--- src/rtl/seq_control_unit.sv ---
// seq_control_unit: multi-cycle sequencing FSM for the 8-bit processor.
// Walks FETCH -> DECODE -> EXEC -> (MEM) -> WB and handshakes with memory
// through mem_req/mem_ready. A memory wait that runs too long or an
// undefined opcode traps into a sticky ERR state that only rst clears.
// Control outputs are Moore functions of the state and latched opcode and
// are registered by decoding the next state; ir_we and pc_sel must react
// to mem_ready/eq in the same cycle, so they stay combinational.
module seq_control_unit #(
    parameter int OP_W    = 3,
    parameter int TIMEOUT = 16
) (
    input  logic            clk,
    input  logic            rst,
    input  logic [OP_W-1:0] opcode,
    input  logic            eq,
    input  logic            mem_ready,
    output logic            mem_req,
    output logic            ir_we,
    output logic            pc_we,
    output logic            pc_sel,
    output logic            J,
    output logic            JC,
    output logic            INA,
    output logic            RM,
    output logic            WM,
    output logic            SIN,
    output logic            SOUT,
    output logic            WR,
    output logic            NEQ,
    output logic            err,
    output logic [2:0]      state
);

    typedef enum logic [2:0] {
        ST_BOOT   = 3'd0,
        ST_FETCH  = 3'd1,
        ST_DECODE = 3'd2,
        ST_EXEC   = 3'd3,
        ST_MEM    = 3'd4,
        ST_WB     = 3'd5,
        ST_ERR    = 3'd7
    } state_t;

    // Table-driven control bundle, bit order: J JC INA RM WM SIN SOUT WR NEQ
    localparam int B_J    = 8;
    localparam int B_JC   = 7;
    localparam int B_INA  = 6;
    localparam int B_RM   = 5;
    localparam int B_WM   = 4;
    localparam int B_SIN  = 3;
    localparam int B_SOUT = 2;
    localparam int B_WR   = 1;
    localparam int B_NEQ  = 0;

    // Which table bits each state is allowed to expose
    localparam logic [8:0] EXEC_MASK = 9'b111001101;
    localparam logic [8:0] MEM_MASK  = 9'b000110000;
    localparam logic [8:0] WB_MASK   = 9'b111001111;

    localparam logic [7:0] TIMEOUT_LAST = 8'(TIMEOUT - 1);

    typedef struct packed {
        logic       memReq;
        logic       pcWe;
        logic       err;
        logic [8:0] ctl;
    } ctrl_t;

    state_t     r_state;
    logic [2:0] r_opQ;
    logic [7:0] r_timer;
    ctrl_t      r_ctrl;

    state_t     w_nextState;
    logic [2:0] w_nextOp;
    logic       w_illegal;
    logic       w_waiting;
    logic       w_timedOut;
    logic       w_isMemOp;

    function automatic logic [8:0] opBits(input logic [2:0] op);
        logic [8:0] b;
        case (op)
            3'd0:    b = 9'b000000100;
            3'd1:    b = 9'b001001000;
            3'd2:    b = 9'b000010000;
            3'd3:    b = 9'b000100010;
            3'd4:    b = 9'b100000000;
            3'd5:    b = 9'b010000000;
            3'd6:    b = 9'b000000010;
            default: b = 9'b010000001;
        endcase
        return b;
    endfunction

    function automatic ctrl_t decodeCtrl(input state_t s, input logic [2:0] op);
        ctrl_t c;
        c = '0;
        case (s)
            ST_FETCH: c.memReq = 1'b1;
            ST_EXEC:  c.ctl = opBits(op) & EXEC_MASK;
            ST_MEM: begin
                c.memReq = 1'b1;
                c.ctl    = opBits(op) & MEM_MASK;
            end
            ST_WB: begin
                c.ctl  = opBits(op) & WB_MASK;
                c.pcWe = 1'b1;
            end
            ST_ERR:   c.err = 1'b1;
            default:  c = '0;
        endcase
        return c;
    endfunction

    assign w_illegal  = (32'(opcode) >= 32'd8);
    assign w_waiting  = ((r_state == ST_FETCH) || (r_state == ST_MEM)) && !mem_ready;
    assign w_timedOut = w_waiting && (r_timer == TIMEOUT_LAST);
    assign w_isMemOp  = (r_opQ == 3'd2) || (r_opQ == 3'd3);
    assign w_nextOp   = (r_state == ST_DECODE) ? opcode[2:0] : r_opQ;

    // Next-state selection; mem_ready beats the timeout in the same cycle
    always_comb begin
        w_nextState = r_state;
        case (r_state)
            ST_BOOT:   w_nextState = ST_FETCH;
            ST_FETCH: begin
                if (mem_ready)       w_nextState = ST_DECODE;
                else if (w_timedOut) w_nextState = ST_ERR;
                else                 w_nextState = ST_FETCH;
            end
            ST_DECODE: w_nextState = w_illegal ? ST_ERR : ST_EXEC;
            ST_EXEC:   w_nextState = w_isMemOp ? ST_MEM : ST_WB;
            ST_MEM: begin
                if (mem_ready)       w_nextState = ST_WB;
                else if (w_timedOut) w_nextState = ST_ERR;
                else                 w_nextState = ST_MEM;
            end
            ST_WB:     w_nextState = ST_FETCH;
            ST_ERR:    w_nextState = ST_ERR;
            default:   w_nextState = ST_ERR;
        endcase
    end

    // State, latched opcode, wait timer and registered Moore outputs
    always_ff @(posedge clk) begin
        if (rst) begin
            r_state <= ST_BOOT;
            r_opQ   <= '0;
            r_timer <= '0;
            r_ctrl  <= '0;
        end else begin
            r_state <= w_nextState;
            r_opQ   <= w_nextOp;
            r_ctrl  <= decodeCtrl(w_nextState, w_nextOp);
            if (w_nextState != r_state)
                r_timer <= '0;
            else if (w_waiting)
                r_timer <= r_timer + 8'd1;
        end
    end

    assign mem_req = r_ctrl.memReq;
    assign pc_we   = r_ctrl.pcWe;
    assign err     = r_ctrl.err;
    assign J       = r_ctrl.ctl[B_J];
    assign JC      = r_ctrl.ctl[B_JC];
    assign INA     = r_ctrl.ctl[B_INA];
    assign RM      = r_ctrl.ctl[B_RM];
    assign WM      = r_ctrl.ctl[B_WM];
    assign SIN     = r_ctrl.ctl[B_SIN];
    assign SOUT    = r_ctrl.ctl[B_SOUT];
    assign WR      = r_ctrl.ctl[B_WR];
    assign NEQ     = r_ctrl.ctl[B_NEQ];
    assign state   = r_state;

    assign ir_we  = (r_state == ST_FETCH) && mem_ready;
    assign pc_sel = (r_state == ST_WB) &&
                    (r_ctrl.ctl[B_J] || (r_ctrl.ctl[B_JC] && (eq ^ r_ctrl.ctl[B_NEQ])));

endmodule

--- config.mk ---
export PLATFORM = sky130hd
export DESIGN_NAME = seq_control_unit
export DESIGN_NICKNAME = d
export VERILOG_FILES = /design/src/rtl/seq_control_unit.sv
export SDC_FILE = /design/constraint.sdc
export NUM_CORES = 1
export LEC_CHECK = 0
export CAP_MARGIN = 20
export CELL_PAD_IN_SITES_DETAIL_PLACEMENT = 0
export CELL_PAD_IN_SITES_GLOBAL_PLACEMENT = 2
export CORE_MARGIN = 3
export CORE_UTILIZATION = 30
export DETAILED_ROUTE_END_ITERATION = 10
export PLACE_DENSITY = 0.79
export SLEW_MARGIN = 10
export SYNTH_ARGS = -nofsm -noshare
export SYNTH_HDL_FRONTEND = slang
export SYNTH_SLANG_ARGS = --single-unit
--- constraint.sdc ---
create_clock -name clk -period 2.4 [get_ports clk]
set_clock_uncertainty 0.15 [all_clocks]
set_input_delay 0.24 -clock clk [delete_from_list [all_inputs] [get_ports clk]]
set_output_delay 0.24 -clock clk [all_outputs]
set_load 0.01 [all_outputs]
* After elaboration in Yosys (flattened, before gate mapping)
Index checks and enable logic that the tools add are counted.
** Cells by class
- Add/sub/neg operators :: 1
- Equal/unequal tests :: 20
- Muxes and demuxes :: 12
- Bitwise logic cells :: 1
- Reductions and logical operators :: 14
** Operators with widths (number)
- $pmux W9 S7 :: 1
- $pmux W9 S3 :: 1
- $eq A3 B3 Y1 const B :: 8
- $eq A3 B2 Y1 const B :: 7
- $pmux W3 S5 :: 1
- $eq A3 B1 Y1 const B :: 3
- $mux W3 :: 3
- $add A8 B1 Y8 const B :: 1
- $eq A8 B4 Y1 const B :: 1
- $logic_not A3 Y1 :: 2
- $reduce_or A2 Y1 :: 3
- $logic_and A1 B1 Y1 :: 5
- $mux W1 :: 4
- $mux W2 :: 2
- $logic_or A1 B1 Y1 :: 3
- $ne A3 B3 Y1 :: 1
- $logic_not A1 Y1 :: 1
- $xor A1 B1 Y1 :: 1
** Word-level totals
- Register bits :: 26
- Input bits :: 7
- Output and inout bits :: 17

* Depth between registers and ports, before layout
Gate-level depths: netlist of run 1.
- Word-level depth :: 10
- Gate-level depth with buffers :: 6
- Gate-level depth less buffers :: 5

* Least setup slack after synthesis of run 1
No wires, ideal clock.
- Path type :: reg-to-reg
- Start point :: register r_state[0], in the netlist state[0]
- End point :: register r_ctrl (netlist bit J)
- Data arrival time :: 1.708 ns
- Data required time :: 2.170 ns
- Path slack :: 0.461 ns
- Stages on the path, launching flop included :: 6
- Path buffers :: 1
- Cells stage by stage :: dfxtp_1 > buf_6 > nor3b_2 > mux2i_2 > or3b_1 > nor3b_1
** Between the ends
- Longest elaborated chain between the ends :: 9
- Elaborated cells between the ends (all ways) :: 28
** Ends and longest elaborated chain
- from (decl) :: line 69 : state_t r_state;
- from (signal assigned) :: line 153 : r_state <= w_nextState;
- $eq A3 B1 Y1 / $eq A3 B3 Y1 (equally long branches) :: line 117, 125
- $logic_or A1 B1 Y1 :: line 117 : assign w_waiting = ((r_state == ST_FETCH) || (r_state == ST_MEM)) && !mem_ready;
- $logic_and A1 B1 Y1 :: line 117
- $logic_and A1 B1 Y1 :: line 118 : assign w_timedOut = w_waiting && (r_timer == TIMEOUT_LAST);
- $mux W2 / $mux W3 (equally long branches) :: line 136, 129
- $mux W2 / $mux W3 (equally long branches) :: line 135, 128
- $pmux W3 S5 :: line 125 : case (r_state)
- $eq A3 B3 Y1 / $eq A3 B2 Y1 (equally long branches) :: line 99 : case (s)
- $pmux W9 S3 * :: line 99
- to (signal assigned) :: line 155 : r_ctrl <= decodeCtrl(w_nextState, w_nextOp);
- to (decl) :: line 72 : ctrl_t r_ctrl;
Mark *: on every way between the ends. The rest lies on a longest branch, timed or not.
A chain may end at the register's enable or synchronous reset.

* Worst setup path in the final report of run 1
- Start point :: input port eq
- End point :: output port pc_sel
** Between the ends
- Longest elaborated chain between the ends :: 4
** Ends and longest elaborated chain
- from (decl) :: line 15 : input logic eq,
- $xor A1 B1 Y1 :: line 179 : (r_ctrl.ctl[B_J] || (r_ctrl.ctl[B_JC] && (eq ^ r_ctrl.ctl[B_NEQ])));
- $logic_and A1 B1 Y1 :: line 179
- $logic_or A1 B1 Y1 :: line 179
- $logic_and A1 B1 Y1 :: line 178 : assign pc_sel = (r_state == ST_WB) &&
- to (decl) :: line 20 : output logic pc_sel,
No other way between the ends.

==> out/results.ini, run 1 <==
[outcome]
status = completed

[synth]
syn-cell-area_sq_mm = 0.001140
ys_top_cells_by_area = dfxtp_1 44%, nor2_1 6.3%, xnor2_1 5.4%, mux2i_1 2.6%, nor4_1 2.2%
synth_edf_count = 0
synth_top_cell_by_area = dfxtp_1
syn_nets = 122
synth_area_per_cell_sq_um = 9.999
ys_ff_latch = 25
synth.top_cell.area_share_pct = 43.91
async_flop_share_pct = 0
synth_warnings = 0
synth_cell_types = 44
synth_cells = 114
ys.flop_type = dfxtp_1
seq_area_frac_synth_pct = 43.91

[die]
ios = 24
die_x_um = 67.64
core_sq_mm = 0.003495
die_area_sq_mm = 0.004575
start_util_pct = 32.62
die_h_um = 67.64
fp-row-count = 21

[worst_setup_path]
worstRegToRegCells = 4
worstPathRequired_ns = 2.01
start_kind = primary input
crit_type = primary input to output pin
crit_path_end_kind = output pin
path_max_fanout = 1
critical_path_arrival_ns = 1.84

[finish]
num_antenna_cells = 0
fill_cells = 352
drive_above_1_share_pct = 15.49
multi_input_area_sq_um = 604.3
final_net_count = 151
area_growth_pct = 30.74
stdcell_count = 188
regArea_sq_um = 500.5

[placed_design]
place_inst = 184
gp_congestion = 0.7508
io_buffers = 23
dp_hpwl_um = 1875

[clock_network]
cts_num_sinks = 25
cts_buffers = 3
post-cts-setup-buffers = 0
root_buffer = clkbuf_8
ctsLongestPathBuffers = 2
htreeDepth = 1
cts_resized = 0
cts_hold_buf = 0
clkTransAtPathRegs_ns = 0.08
cts_tree = yes
clkLatencyLatePin_ns = 0.27

[pwr]
p_comb_share_pct = 13.7
power.internal_w = 0.0005956
p_per_area_mw_per_mm2 = 529.6
pwr-share-seq_pct = 54.9
clkPwrFrac_pct = 31.4
total_leakage_power_nw = 0.4997
peakVddDrop_mv = 0.4007
p_sw_w = 0.0001936
switching_share_pct = 24.53

[detailed_routing]
drt-met1-wl_um = 1007
wl_per_cell_um = 12.52
routed-wl-met3_um = 127
drtIter0Drc = 15
routed_via_density = 4.803
wl_met2_um = 1205
drt_first_pass_iters = 2
final_antenna_net_count = 0
routed_wirelength_um = 2353
route.detailed.drc = 0
highest_layer = met4
via_count = 903

[timing]
tns_ns = 0
rsz0062_at_grt = false
fin_crit_sh_pct = 93.12
max-slew-margin-rel_pct = 69.08
tightestPinTransition_ns = 0.4616
slew_violations = 0
finalSetupViolations = 0
finalHoldViolCount = 0
max_freq_mhz = 447.5
period_minus_slack_ns = 2.235

[min_path]
whs_path_depth = 2
hp-class = flop to flop

[run]
max_cap_violations = 0

[grt]
grt_pass1_wl_um = 3905
grt_use_total_pct = 11.18
grt_max_degree = 16
antenna_found_initial = 0
grt_pass1_vias = 891
overflow = 0

power groups by stage:
| stage | registers (W) | logic (W) | clock network, W |
|---|---|---|---|
| after floorplan | 0.000441 | 0.0000647 | 0 |
| after global placement | 0.000443 | 0.000108 | 0 |
| after detailed placement | 0.000444 | 0.000109 | 0 |
| after CTS | 0.000434 | 0.000109 | 0.000260 |
| after global routing | 0.000435 | 0.000118 | 0.000278 |
| final | 0.000433 | 0.000108 | 0.000248 |
cell families after synthesis:
group,share of synthesized area (%)
multiplexers,3.842
XOR/XNOR,8.343
flip-flops,43.91
AO/OA/AOI/OAI,6.476
AND/OR/NAND/NOR,33.26
buffers and inverters,3.073
adder cells (fa/ha/maj),1.098
cell type report:
type / count / share of cell area (%)
Clock inverter: 1 / 0.5038
Clock buffer: 3 / 2.771
Sequential cell: 25 / 33.59
Timing Repair Buffer: 29 / 18.47
Tap cell: 46 / 3.862
Inverter: 1 / 0.2519
Multi-Input combinational cell: 83 / 40.55
layer usage:
metal	global-route usage (%)	vias to the layer above
li1	-	458
met1	12.01	425
met2	20.66	18
met3	4.160	2
met4	2.278	0
met5	0	-
placed cells by master (no fill, tap or decap), types with 2 or more instances in the layout:
cell type and count:
dfxtp_1 25, xor2_1 2, nor4_1 4, nor3b_1 3
a21oi_1 2, nand3b_1 2, nor3_1 2, nand2b_1 3
xnor2_1 7, clkbuf_8 3, a21o_1 3, nand2_1 4
buf_4 6, nand3_1 2, and2_1 2, mux2i_1 3
nor4_2 2, clkdlybuf4s50_1 23, nor2_1 19
worst max-delay path: stages:
cell and delay [ns]:
clkdlybuf4s50_1 0.48, xor2_1 0.14, a21oi_1 0.10, nor4b_1 0.30, clkdlybuf4s50_1 0.59
state kept, by name, indices dropped and copies added, names as in the netlist:
| name | flops |
|---|---|
| r_timer | 8 |
| r_opQ | 3 |
| state | 3 |
| INA | 1 |
| J | 1 |
| JC | 1 |
| NEQ | 1 |
| RM | 1 |
| SOUT | 1 |
| WM | 1 |
| WR | 1 |
| err | 1 |
| mem_req | 1 |
| pc_we | 1 |
synthesized netlist by cell type (2+ instances only):
library cell,instances
mux2i_1,3
and2_1,2
xnor2_1,7
a21oi_1,2
nand2_1,4
nor4_2,2
xor2_1,2
nor3_1,2
clkbuf_1,2
a21o_1,3
nand3b_1,2
nand3_1,2
dfxtp_1,25
nor2_1,19
nand2b_1,3
nor4_1,4
nor3b_1,3
final timing paths:
kind / start / to / slack (ns)
worst min register to register: r_timer[7] / r_timer[7] / 0.38
worst min-delay path: r_timer[7] / r_timer[7] / 0.38
worst max-delay path: eq / pc_sel / 0.17
worst max register to register: state[0] / RM / 0.33
stage by stage:
stage                     hold slack, ns  utilization [%]  setup slack [ns]  power (W)  area (sq um)
after floorplan                   0.1775                -            0.4611  0.0005056          1140
after global placement            0.3578            41.25            0.1706  0.0005518          1441
after detailed placement          0.3770            41.25            0.1350  0.0005523          1441
after CTS                         0.3976            42.64            0.1247  0.0008030          1490
after global routing              0.4449            42.64          0.005450  0.0008312          1490
final                             0.3832            42.64            0.1652  0.0007892          1490
Power figures use the tool's default switching activity.
==> inputs of run 2 (changes only) <==
--- a/config.mk
+++ b/config.mk
@@ -6,11 +6,12 @@
 export NUM_CORES = 1
 export LEC_CHECK = 0
 export CAP_MARGIN = 20
-export CELL_PAD_IN_SITES_DETAIL_PLACEMENT = 0
+export CELL_PAD_IN_SITES_DETAIL_PLACEMENT = 1
 export CELL_PAD_IN_SITES_GLOBAL_PLACEMENT = 2
 export CORE_MARGIN = 3
 export CORE_UTILIZATION = 30
 export DETAILED_ROUTE_END_ITERATION = 10
+export MAX_ROUTING_LAYER = met4
 export PLACE_DENSITY = 0.79
 export SLEW_MARGIN = 10
 export SYNTH_ARGS = -nofsm -noshare
==> out/results.ini, run 2 (same netlist as run 1, synthesis figures left out) <==
[worst_setup_path]
worstPathRequired_ns = 2.01  ; about the same
startpoint = eq
worst_r2r_startpoint = state[0]
critical_path_arrival_ns = 1.79  ; -0.05 ns
start_kind = primary input
r2r_slack_ns = 0.31  ; -0.02 ns
path_max_fanout = 1  ; unchanged
crit_type = primary input to output pin
worstReg2RegEnd = WR
crit_path_end_kind = output pin
worstRegToRegCells = 4  ; unchanged

[finish]
num_antenna_cells = 0  ; unchanged
top_register = r_timer
layout_commonest_cell = dfxtp_1
largest_reg_flops = 8  ; unchanged
final_net_count = 151  ; unchanged
area_growth_pct = 31.28
drive_above_1_share_pct = 16.20  ; +0.70 points
final_cell_mix = 25 x dfxtp_1, 23 x clkdlybuf4s50_1, 19 x nor2_1, 7 x xnor2_1, 6 x buf_4

[grt]
antenna_found_initial = 0  ; unchanged
grt_use_total_pct = 13.30  ; +2.1 points
grt_pass1_wl_um = 4416  ; +13%
overflow = 0  ; unchanged
use_met1_pct = 13.58  ; +1.6 points
grt_pass1_vias = 943  ; +5.8%
gr-max-usage-layer = met2
met3_usage_pct = 1.997  ; -2.2 points
grt_max_degree = 16  ; unchanged
grt_use_met2_pct = 24.30  ; +3.6 points

[die]
core_sq_mm = 0.003495  ; unchanged
start_util_pct = 32.62  ; unchanged
die_area_sq_mm = 0.004575  ; unchanged
ios = 24  ; unchanged
die_h_um = 67.64  ; unchanged
die_x_um = 67.64  ; unchanged
fp-row-count = 21  ; unchanged

[pwr]
peakVddDrop_mv = 0.2186  ; -45%
p_per_area_mw_per_mm2 = 536.6  ; +1.3%
total_power_w = 0.0008030  ; +1.7%
total_leakage_power_nw = 0.5005  ; +0.15%

[min_path]
hp-class = flop to flop
min_from = r_timer[7]
whs_path_depth = 2  ; unchanged
holdPathEnd = r_timer[7]

[detailed_routing]
via_count = 930  ; +3.0%
drt_first_pass_iters = 3  ; +1
drtIter0Drc = 20  ; +5
route.detailed.drc = 0  ; unchanged
wl_per_cell_um = 14.19  ; +13%
routed_via_density = 4.947  ; +3.0%
routed_wirelength_um = 2668  ; +13%
final_antenna_net_count = 0  ; unchanged

[placed_design]
gp_congestion = 0.7604  ; +1.3%
io_buffers = 23  ; unchanged
dp_hpwl_um = 2096  ; +12%

[clock_network]
cts_num_sinks = 25  ; unchanged
htreeDepth = 1  ; unchanged
clkLatencyLatePin_ns = 0.28  ; about the same
post-cts-setup-buffers = 0  ; unchanged
cts_tree = yes
cts_buffers = 3  ; unchanged
root_buffer = clkbuf_8
clkTransAtPathRegs_ns = 0.09  ; about the same
ctsLongestPathBuffers = 2  ; unchanged

[timing]
tns_ns = 0  ; unchanged
finalHoldViolCount = 0  ; unchanged
fin_crit_sh_pct = 90.79  ; -2.3 points
hold_slack_ns = 0.3801  ; -0.003048 ns
tightestPinTransition_ns = 0.4673  ; +0.005739 ns
slew_violations = 0  ; unchanged
max_freq_mhz = 458.9  ; +2.6%
finalSetupViolations = 0  ; unchanged
max-slew-margin-rel_pct = 68.69  ; -0.38 points
period_minus_slack_ns = 2.179  ; -0.05582 ns
rsz0062_at_grt = false

[outcome]
status = completed

[run]
max_cap_violations = 0  ; unchanged

run 2: cell counts in the layout (fill, tap and decap cells not counted):
Identical to the previous run, type by type.
run 2: how the worst max path moves through the flow:
stage	to	slack, ns
after floorplan	J	0.46
after global placement	pc_sel	0.17
after detailed placement	pc_sel	0.13
after CTS	pc_sel	0.12
after global routing	pc_sel	0.10
final	pc_sel	0.22
run 2: critical path: stages:
cell             delay, ns
clkdlybuf4s50_1       0.47
xor2_1                0.15
a21oi_1               0.10
nor4b_2               0.26
clkdlybuf4s50_1       0.57
run 2: report_power, final:
part           switching, W  internal, W  total (W)
registers         0.0000109     0.000423   0.000434
logic             0.0000546    0.0000551   0.000110
clock network      0.000141     0.000118   0.000259
run 2: per-layer routing:
metal	vias to the layer above	share of wire (%)	wire, um
li1	455	-	-
met1	452	41	1101
met2	18	53	1408
met5	-	0	0
met3	5	3.7	98
met4	0	2.2	59
run 2: final cells by class:
| class | instances | area, sq um |
|---|---|---|
| Inverter | 1 | 3.754 |
| Tap cell | 46 | 57.56 |
| Clock inverter | 1 | 7.507 |
| Multi-Input combinational cell | 83 | 610.6 |
| Sequential cell | 25 | 500.5 |
| Timing Repair Buffer | 29 | 275.3 |
| Clock buffer | 3 | 41.29 |
| Fill cell | 391 | 1998 |
run 2: repair_timing:
item | CTS | global route
resized for setup | 0 | 1
hold buffers | 0 | 0
endpoints found under the setup margin | 0 | 1
run 2: per-stage QoR:
| stage | worst slack (ns) | instances | instance area [sq um] | utilization, % |
|---|---|---|---|---|
| global route | 0.1030 | 188 | 1496 | 42.82 |
| detailed placement | 0.1344 | 184 | 1441 | 41.25 |
| finish | 0.2210 | 188 | 1496 | 42.82 |
| floorplan | 0.4611 | 114 | 1140 | - |
| CTS | 0.1215 | 188 | 1490 | 42.64 |
| global placement | 0.1706 | 184 | 1441 | 41.25 |
==> inputs of run 3 (changes only) <==
--- a/config.mk
+++ b/config.mk
@@ -5,14 +5,13 @@
 export SDC_FILE = /design/constraint.sdc
 export NUM_CORES = 1
 export LEC_CHECK = 0
-export CAP_MARGIN = 20
 export CELL_PAD_IN_SITES_DETAIL_PLACEMENT = 1
 export CELL_PAD_IN_SITES_GLOBAL_PLACEMENT = 2
 export CORE_MARGIN = 3
 export CORE_UTILIZATION = 30
 export DETAILED_ROUTE_END_ITERATION = 10
 export MAX_ROUTING_LAYER = met4
-export PLACE_DENSITY = 0.79
+export PLACE_DENSITY = 0.85
 export SLEW_MARGIN = 10
 export SYNTH_ARGS = -nofsm -noshare
 export SYNTH_HDL_FRONTEND = slang
==> out/results.ini, run 3 (same netlist as run 1, synthesis figures left out) <==
[worst_setup_path]
critical_path_arrival_ns = 1.81  ; +0.02 ns
worstReg2RegEnd = RM
path_max_fanout = 1  ; unchanged
start_kind = primary input
worstPathRequired_ns = 2.01  ; about the same
crit_path_end_kind = output pin
r2r_slack_ns = 0.34  ; +0.03 ns
crit_type = primary input to output pin
worst_r2r_startpoint = state[0]
worstRegToRegCells = 4  ; unchanged

[timing]
slew_violations = 0  ; unchanged
tightestPinTransition_ns = 0.4617  ; -0.005591 ns
rsz0062_at_grt = false
tns_ns = 0  ; unchanged
max_freq_mhz = 454.1  ; -1.1%
max-slew-margin-rel_pct = 69.07  ; +0.37 points
fin_crit_sh_pct = 91.76  ; +0.97 points
finalSetupViolations = 0  ; unchanged
period_minus_slack_ns = 2.202  ; +0.02324 ns
finalHoldViolCount = 0  ; unchanged

[pwr]
p_per_area_mw_per_mm2 = 531.6  ; -0.94%
peakVddDrop_mv = 0.4256  ; +95%
total_leakage_power_nw = 0.5079  ; +1.5%

[finish]
drive_above_1_share_pct = 16.08  ; -0.11 points
final_net_count = 152  ; +0.66%
largest_reg_flops = 8  ; unchanged
layout_commonest_cell = dfxtp_1
area_growth_pct = 31.17  ; about the same
top_register = r_timer
fill_cells = 397  ; +1.5%
final_cell_mix = 25 x dfxtp_1, 23 x clkdlybuf4s50_1, 19 x nor2_1, 7 x xnor2_1, 7 x buf_4
fin_util_pct = 42.79  ; about the same
num_antenna_cells = 0  ; unchanged

[min_path]
whs_path_depth = 2  ; unchanged
holdPathEnd = r_timer[1]
hp-class = flop to flop
min_from = r_timer[1]

[detailed_routing]
drtIter0Drc = 28  ; +40%
drt_first_pass_iters = 4  ; +1
route.detailed.drc = 0  ; unchanged
final_antenna_net_count = 0  ; unchanged
via_count = 897  ; -3.5%
routed_via_density = 4.746  ; -4.1%
routed_wirelength_um = 2566  ; -3.8%
wl_per_cell_um = 13.58  ; -4.3%

[die]
fp-row-count = 21  ; unchanged
die_h_um = 67.64  ; unchanged
core_sq_mm = 0.003495  ; unchanged
start_util_pct = 32.62  ; unchanged
die_area_sq_mm = 0.004575  ; unchanged
ios = 24  ; unchanged
die_x_um = 67.64  ; unchanged

[clock_network]
cts_resized = 0  ; unchanged
post-cts-setup-buffers = 0  ; unchanged
cts_hold_buf = 0  ; unchanged
clkLatencyLatePin_ns = 0.27  ; about the same
cts_num_sinks = 25  ; unchanged
clkTransAtPathRegs_ns = 0.08  ; about the same
htreeDepth = 1  ; unchanged
cts_buffers = 3  ; unchanged
ctsLongestPathBuffers = 2  ; unchanged
root_buffer = clkbuf_8
cts_tree = yes

[placed_design]
gp_congestion = 0.7908  ; +4.0%
dp_hpwl_um = 2006  ; -4.3%
io_buffers = 23  ; unchanged

[grt]
overflow = 0  ; unchanged
grt_use_total_pct = 13.10  ; -0.20 points
grt_pass1_wl_um = 4305  ; -2.5%
grt_max_degree = 15  ; -1
grt_pass1_vias = 922  ; -2.2%
antenna_found_initial = 0  ; unchanged

[outcome]
status = completed

[run]
max_cap_violations = 0  ; unchanged

-- run 3: worst max-delay path by stage --
stage	startpoint	end	slack [ns]	cells past startpoint
after floorplan	state[0]	J	0.46	5
after global placement	eq	pc_sel	0.18	5
after detailed placement	eq	pc_sel	0.16	5
after CTS	eq	pc_sel	0.16	5
after global routing	eq	pc_sel	0.10	5
final	eq	pc_sel	0.20	5
-- run 3: worst max-delay path: stages --
cell and delay, ns:
clkdlybuf4s50_1 0.47, xor2_1 0.14, a21oi_1 0.08, nor4b_1 0.28, clkdlybuf4s50_1 0.59
-- run 3: report_power, final --
| group | internal, W | total [W] | switching [W] |
|---|---|---|---|
| clock | 0.000116 | 0.000250 | 0.000134 |
| sequential | 0.000423 | 0.000434 | 0.0000113 |
| combinational | 0.0000566 | 0.000110 | 0.0000539 |
| total | 0.000596 | 0.000795 | 0.000199 |
-- run 3: final cells by class --
cell class,count,area (sq um),area share (%)
timing repair buffer,30,282.8,18.91
inverter,1,3.754,0.2510
clock buffer,3,41.29,2.762
sequential,25,500.5,33.47
multi-input combinational,83,604.3,40.42
clock inverter,1,5.005,0.3347
tap,46,57.56,3.849
-- run 3: metal layers --
metal	share of wire (%)	global-route usage [%]	wire length [um]	vias to the layer above
met4	1.8	5.316	46	0
met5	0	-	0	-
met2	50	22.60	1295	22
met1	43	14.13	1106	414
met3	4.6	3.494	119	4
li1	-	-	-	457
-- run 3: per-stage QoR --
| stage | std cells | hold slack [ns] | cell area [sq um] | worst slack [ns] | total power, W |
|---|---|---|---|---|---|
| 3_3_place_gp | 185 | 0.3573 | 1449 | 0.1763 | 0.0005532 |
| 5_1_grt | 189 | 0.4395 | 1495 | 0.1008 | 0.0008362 |
| 3_5_place_dp | 185 | 0.3772 | 1449 | 0.1649 | 0.0005565 |
| 4_1_cts | 189 | 0.3978 | 1495 | 0.1603 | 0.0008076 |
| 2_1_floorplan | 114 | 0.1775 | 1140 | 0.4611 | 0.0005056 |
| 6_report | 189 | 0.3941 | 1495 | 0.1977 | 0.0007948 |
==> patch 1 (flow settings as in run 1) <==
`OP_W`: 3 -> 5.
--- a/src/rtl/seq_control_unit.sv
+++ b/src/rtl/seq_control_unit.sv
@@ -8,3 +8,3 @@
 module seq_control_unit #(
-    parameter int OP_W    = 3,
+    parameter int OP_W    = 5,
     parameter int TIMEOUT = 16
Interface: changed (resized opcode); port bits go from 24 to 26. No check against the original RTL was run, so the function may have changed too.
==> patch 1 against run 1 <==
Sequential cell count is the same. Wire length grew 4.2%. Clock power grew 2%. Via count is the same. Final cell count grew 3.2%. Sequential share of layout area is essentially flat. Power grew 7.8%. Global-route usage grew 1.2 points. Setup slack gained 0.035 ns. Sequential power grew 2%. Area after synthesis shrank 0.66%. Hold slack gained 0.018 ns. Final area is essentially flat. Critical path type is now flop to output port. Largest power group unchanged. Highest routed layer unchanged.
==> patch 1: results (changes against run 1) <==
Mapped Cells 119 (+4.4%); fillers 358 (+1.7%); WHS Path Cells 2 (unchanged); Largest Register r_timer; warnings from Yosys 0 (unchanged); Clock Path Buffers 2 (unchanged); initial drt markers 28 (+13); maximum VDD drop 0.382 mV (-4.6%); port bufs 25 (+8.7%); Worst Setup SP state[2]$_SDFF_PP0_; Synth area leaders dfxtp_1, nor2_1, xnor2_1; Place WS 0.221 ns (+0.0861 ns); sequential element share of the synthesized area 0.442 (+0.00291); start point of the worst hold path r_timer[1]$_SDFFE_PP0P_; Worst-path clk slew 0.09 ns; Placed Instances 190 (+3.3%); synth cell count leaders dfxtp_1, nor2_1, nand2_1; dpl hpwl 1900 um (+1.5%); Worst R2R End WR$_SDFF_PP0_; Placed Area 1440 sq um (about the same); outcome finished clean; critical path data arrival time 1.81 ns (-0.03 ns); Main synth FF type dfxtp_1; number of distinct library cells after synthesis 35 (-20%); CTS root buf clkbuf_8; routed wire length 2450 um (+4.2%); initial antenna violation count 0 (unchanged); Pleak 0.519 nW (+3.8%); Final Instance Count excl. Fillers 194 (+3.2%); r2r setup slk 0.30 ns (-0.03 ns); worst hold slack 0.401 ns (+0.0179 ns); worst skew pair latency 0.27 ns (about the same); vias in the first global route 966 (+8.4%); buffer count from post-CTS setup fixing 0 (unchanged); crit-path max cell delay 0.58 ns; Slowest-stage cell, CP dfxtp_1; overall routing resource usage 0.124 (+0.0118); slew of the pin with the lowest slew margin 0.600 ns (+0.138 ns); drt pass-1 iters 4 (+2); R2R cell count 6 (+2); first-pass GRT wire length 4250 um (+8.8%); Register Area 500 sq um (unchanged); share of cells above drive strength 1 0.122 (-0.0333); hold endpoint r_timer[1]$_SDFFE_PP0P_; syn_nets 129 (+5.7%); nets@finish 159 (+5.3%); reg2reg start r_timer[0]$_SDFFE_PP0P_; largest net degree at the start of global routing 16 (unchanged); Final GP Congestion 0.720 (-4.1%); H-tree depth 1 (unchanged); CP max FO 10 (+9); post_cts resized 0 (unchanged); Vias 903 (unchanged)
[patch 1: logic make-up (layout without fill, tap and decap cells)]
kind of cell	Yosys count	count (layout)	share of synthesized area
xor gates and xnor gates	11	11	0.0851
AOI/OAI and AO/OA	13	13	0.114
and+or+nand+nor	58	58	0.287
buffers and inverters	8	37	0.0342
adders and majority gates	1	1	0.0110
DFF	25	25	0.442
muxes	3	3	0.0265
[patch 1: metal layers]
metal  routed length [um]  global-route usage  up-vias
met3                   97              0.0449        5
met1                 1100               0.132      414
met2                 1210               0.227       16
met4                   42              0.0329        0
li1                     -                   -      468
met5                    0                   0        -
[patch 1: worst max path at each step]
stage | to | slack (ns) | cells past startpoint
floorplan | WR$_SDFF_PP0_ | 0.48 | 6
global placement | INA$_SDFF_PP0_ | 0.25 | 6
detailed placement | NEQ$_SDFF_PP0_ | 0.22 | 6
CTS | ir_we | 0.17 | 3
global route | ir_we | 0.12 | 3
finish | ir_we | 0.20 | 3
[patch 1: area by class of cell]
class	instances	share of cell area
flip-flops and latches	25	0.336
inverters	5	0.0126
multi-input cells	86	0.398
clock inverters	1	0.00503
repair buffers	28	0.183
well taps	46	0.0386
clock buffers	3	0.0277
[patch 1: where the power goes]
group          total, mW  switching [mW]  internal (mW)
sequential         0.441          0.0127          0.428
clock              0.253           0.135          0.118
combinational      0.157          0.0815         0.0753
[patch 1: worst max-delay path: cells and delay by family, from the launching register on]
| family | cells | cell delay, ns |
|---|---|---|
| flip-flops | 1 | 0.58 |
| AND/OR/NAND/NOR | 2 | 0.49 |
| buffers and inverters | 1 | 0.47 |
==> patch 2 (config.mk and constraints of run 1) <==
Made on the original files. Reset style: asynchronous (`rst`), changed in one clocked block.
--- a/src/rtl/seq_control_unit.sv
+++ b/src/rtl/seq_control_unit.sv
@@ -145,3 +145,3 @@
     // State, latched opcode, wait timer and registered Moore outputs
-    always_ff @(posedge clk) begin
+    always_ff @(posedge clk or posedge rst) begin
         if (rst) begin
Function: differs if rst is asserted again (counterexample within 4 cycles, from zero or initial values and one cycle with rst high); with rst held inactive, the same outputs for 10 cycles.
==> patch 2 against run 1 <==
Setup slack gained 0.036 ns. Core utilization shrank 2.0 points. Final cell count grew 8.5%. Critical path depth shrank 1. Area after synthesis grew 13%. Via count grew 9.9%. Wire length grew 19%. Global-route usage grew 0.97 points. Sequential cell count is the same. Final area grew 11%.
Power is not compared: it rests on default switching activity, and its combinational part moved more than twofold at a synthesized area within 25%.
==> patch 2: results (changes against run 1) <==
outcome finished clean; Largest Register r_timer; vias in the first global route 1056 (+19%); delay-heaviest family, CP simple AND/OR/NAND/NOR gates; warnings from Yosys 0 (unchanged); worst min path class input port to async pin; first-pass GRT wire length 4910 um (+26%); port bufs 23 (unchanged); nets@finish 163 (+7.9%); crit-path max cell delay 0.53 ns (-0.06 ns); overall routing resource usage 0.121 (+0.00967); Clock Path Buffers 2 (unchanged); number of distinct library cells after synthesis 43 (-2.3%); initial drt markers 65 (+50); CTS root buf clkbuf_8; Pleak 0.706 nW; Worst-path clk slew 0.09 ns; final setup vio count 0 (unchanged); met3 GRT Util 0.0379 (-0.00373); post_cts resized 0 (unchanged); Placed Instances 200 (+8.7%); syn_nets 133 (+9.0%); drt pass-1 iters 4 (+2); routed wire length 2800 um (+19%); share of cells above drive strength 1 0.136 (-0.0186); WL/cell 13.7 um (+9.5%); fillers 385 (+9.4%); H-tree depth 1 (unchanged); Int Power 1.05 mW; Final GP Congestion 0.783 (+4.3%); buffer count from post-CTS setup fixing 0 (unchanged); Synth area leaders dfrtp_1, xor2_1, nor2_1; Slew Limit Fails 0 (unchanged); Slowest-stage cell, CP clkdlybuf4s50_1; CP max FO 8 (+7); critical path data arrival time 1.81 ns (-0.03 ns); post-synthesis async set-or-reset flop share 1.00 (+1.00); CTS Buf Count 3 (unchanged); M2 GR Usage 0.207 (+0.000581); maximum VDD drop 0.418 mV; diode count 0 (unchanged); initial antenna violation count 0 (unchanged); synth cell count leaders dfrtp_1, nor2_1, nand2_1; Mapped Avg Cell Area 10.3 sq um (+2.6%); largest net degree at the start of global routing 26 (+10); Vias 992 (+9.9%); met1 usage 0.150 (+0.0304); R2R cell count 4 (unchanged); Worst slew margin 0.760 (+0.0692); dpl hpwl 2080 um (+11%); sequential element share of the synthesized area 0.488 (+0.0487)
[patch 2: power groups by stage]
| stage | clock [mW] | combinational, mW | sequential [mW] |
|---|---|---|---|
| after floorplan | 0 | 0.507 | 0.649 |
| after global placement | 0 | 0.871 | 0.629 |
| after detailed placement | 0 | 0.865 | 0.630 |
| after CTS | 0.265 | 0.869 | 0.623 |
| after global routing | 0.278 | 0.958 | 0.641 |
| final | 0.250 | 0.859 | 0.620 |
[patch 2: path summary, 6_finish.rpt]
check / start / slack, ns / end
max: state[2]$_DFF_PP0_ / 0.20 / ir_we
min: rst / 0.17 / r_timer[7]$_DFFE_PP0P_
max reg2reg: state[2]$_DFF_PP0_ / 0.43 / INA$_DFF_PP0_
min reg2reg: r_timer[7]$_DFFE_PP0P_ / 0.42 / r_timer[7]$_DFFE_PP0P_
max in group asynchronous: rst / 1.69 / state[1]$_DFF_PP0_
min in group clk: r_timer[7]$_DFFE_PP0P_ / 0.42 / r_timer[7]$_DFFE_PP0P_
[patch 2: worst min-delay path, cell delays in order]
cell	delay, ns
clkdlybuf4s50_1	0.40
inv_1	0.05
buf_4	0.30
[patch 2: cells by family after synthesis]
family,after synthesis,synth area share
compound gates,21,0.124
xor+xnor,10,0.0742
mux,4,0.0361
simple gates,55,0.236
flops,25,0.488
fa+ha+maj,1,0.00975
buf+inv,9,0.0322
[patch 2: final cells by class]
cell class / instances / share of cell area
clock buffer: 3 / 0.0251
tap: 50 / 0.0380
clock inverter: 1 / 0.00304
multi-input combinational: 91 / 0.374
sequential: 25 / 0.380
inverter: 4 / 0.00911
timing repair buffer: 30 / 0.172
[patch 2: through the flow]
stage	instance area [sq um]	setup slack, ns	utilization
floorplan	1280	0.409	-
global placement	1600	0.281	0.395
detailed placement	1600	0.294	0.395
CTS	1650	0.197	0.406
global route	1650	0.0758	0.406
finish	1650	0.202	0.406
[patch 2: routing by layer]
metal	share of wire	wire length, um
met1	0.47	1320
met2	0.48	1360
met3	0.040	113
met4	0.0029	8
met5	0	0
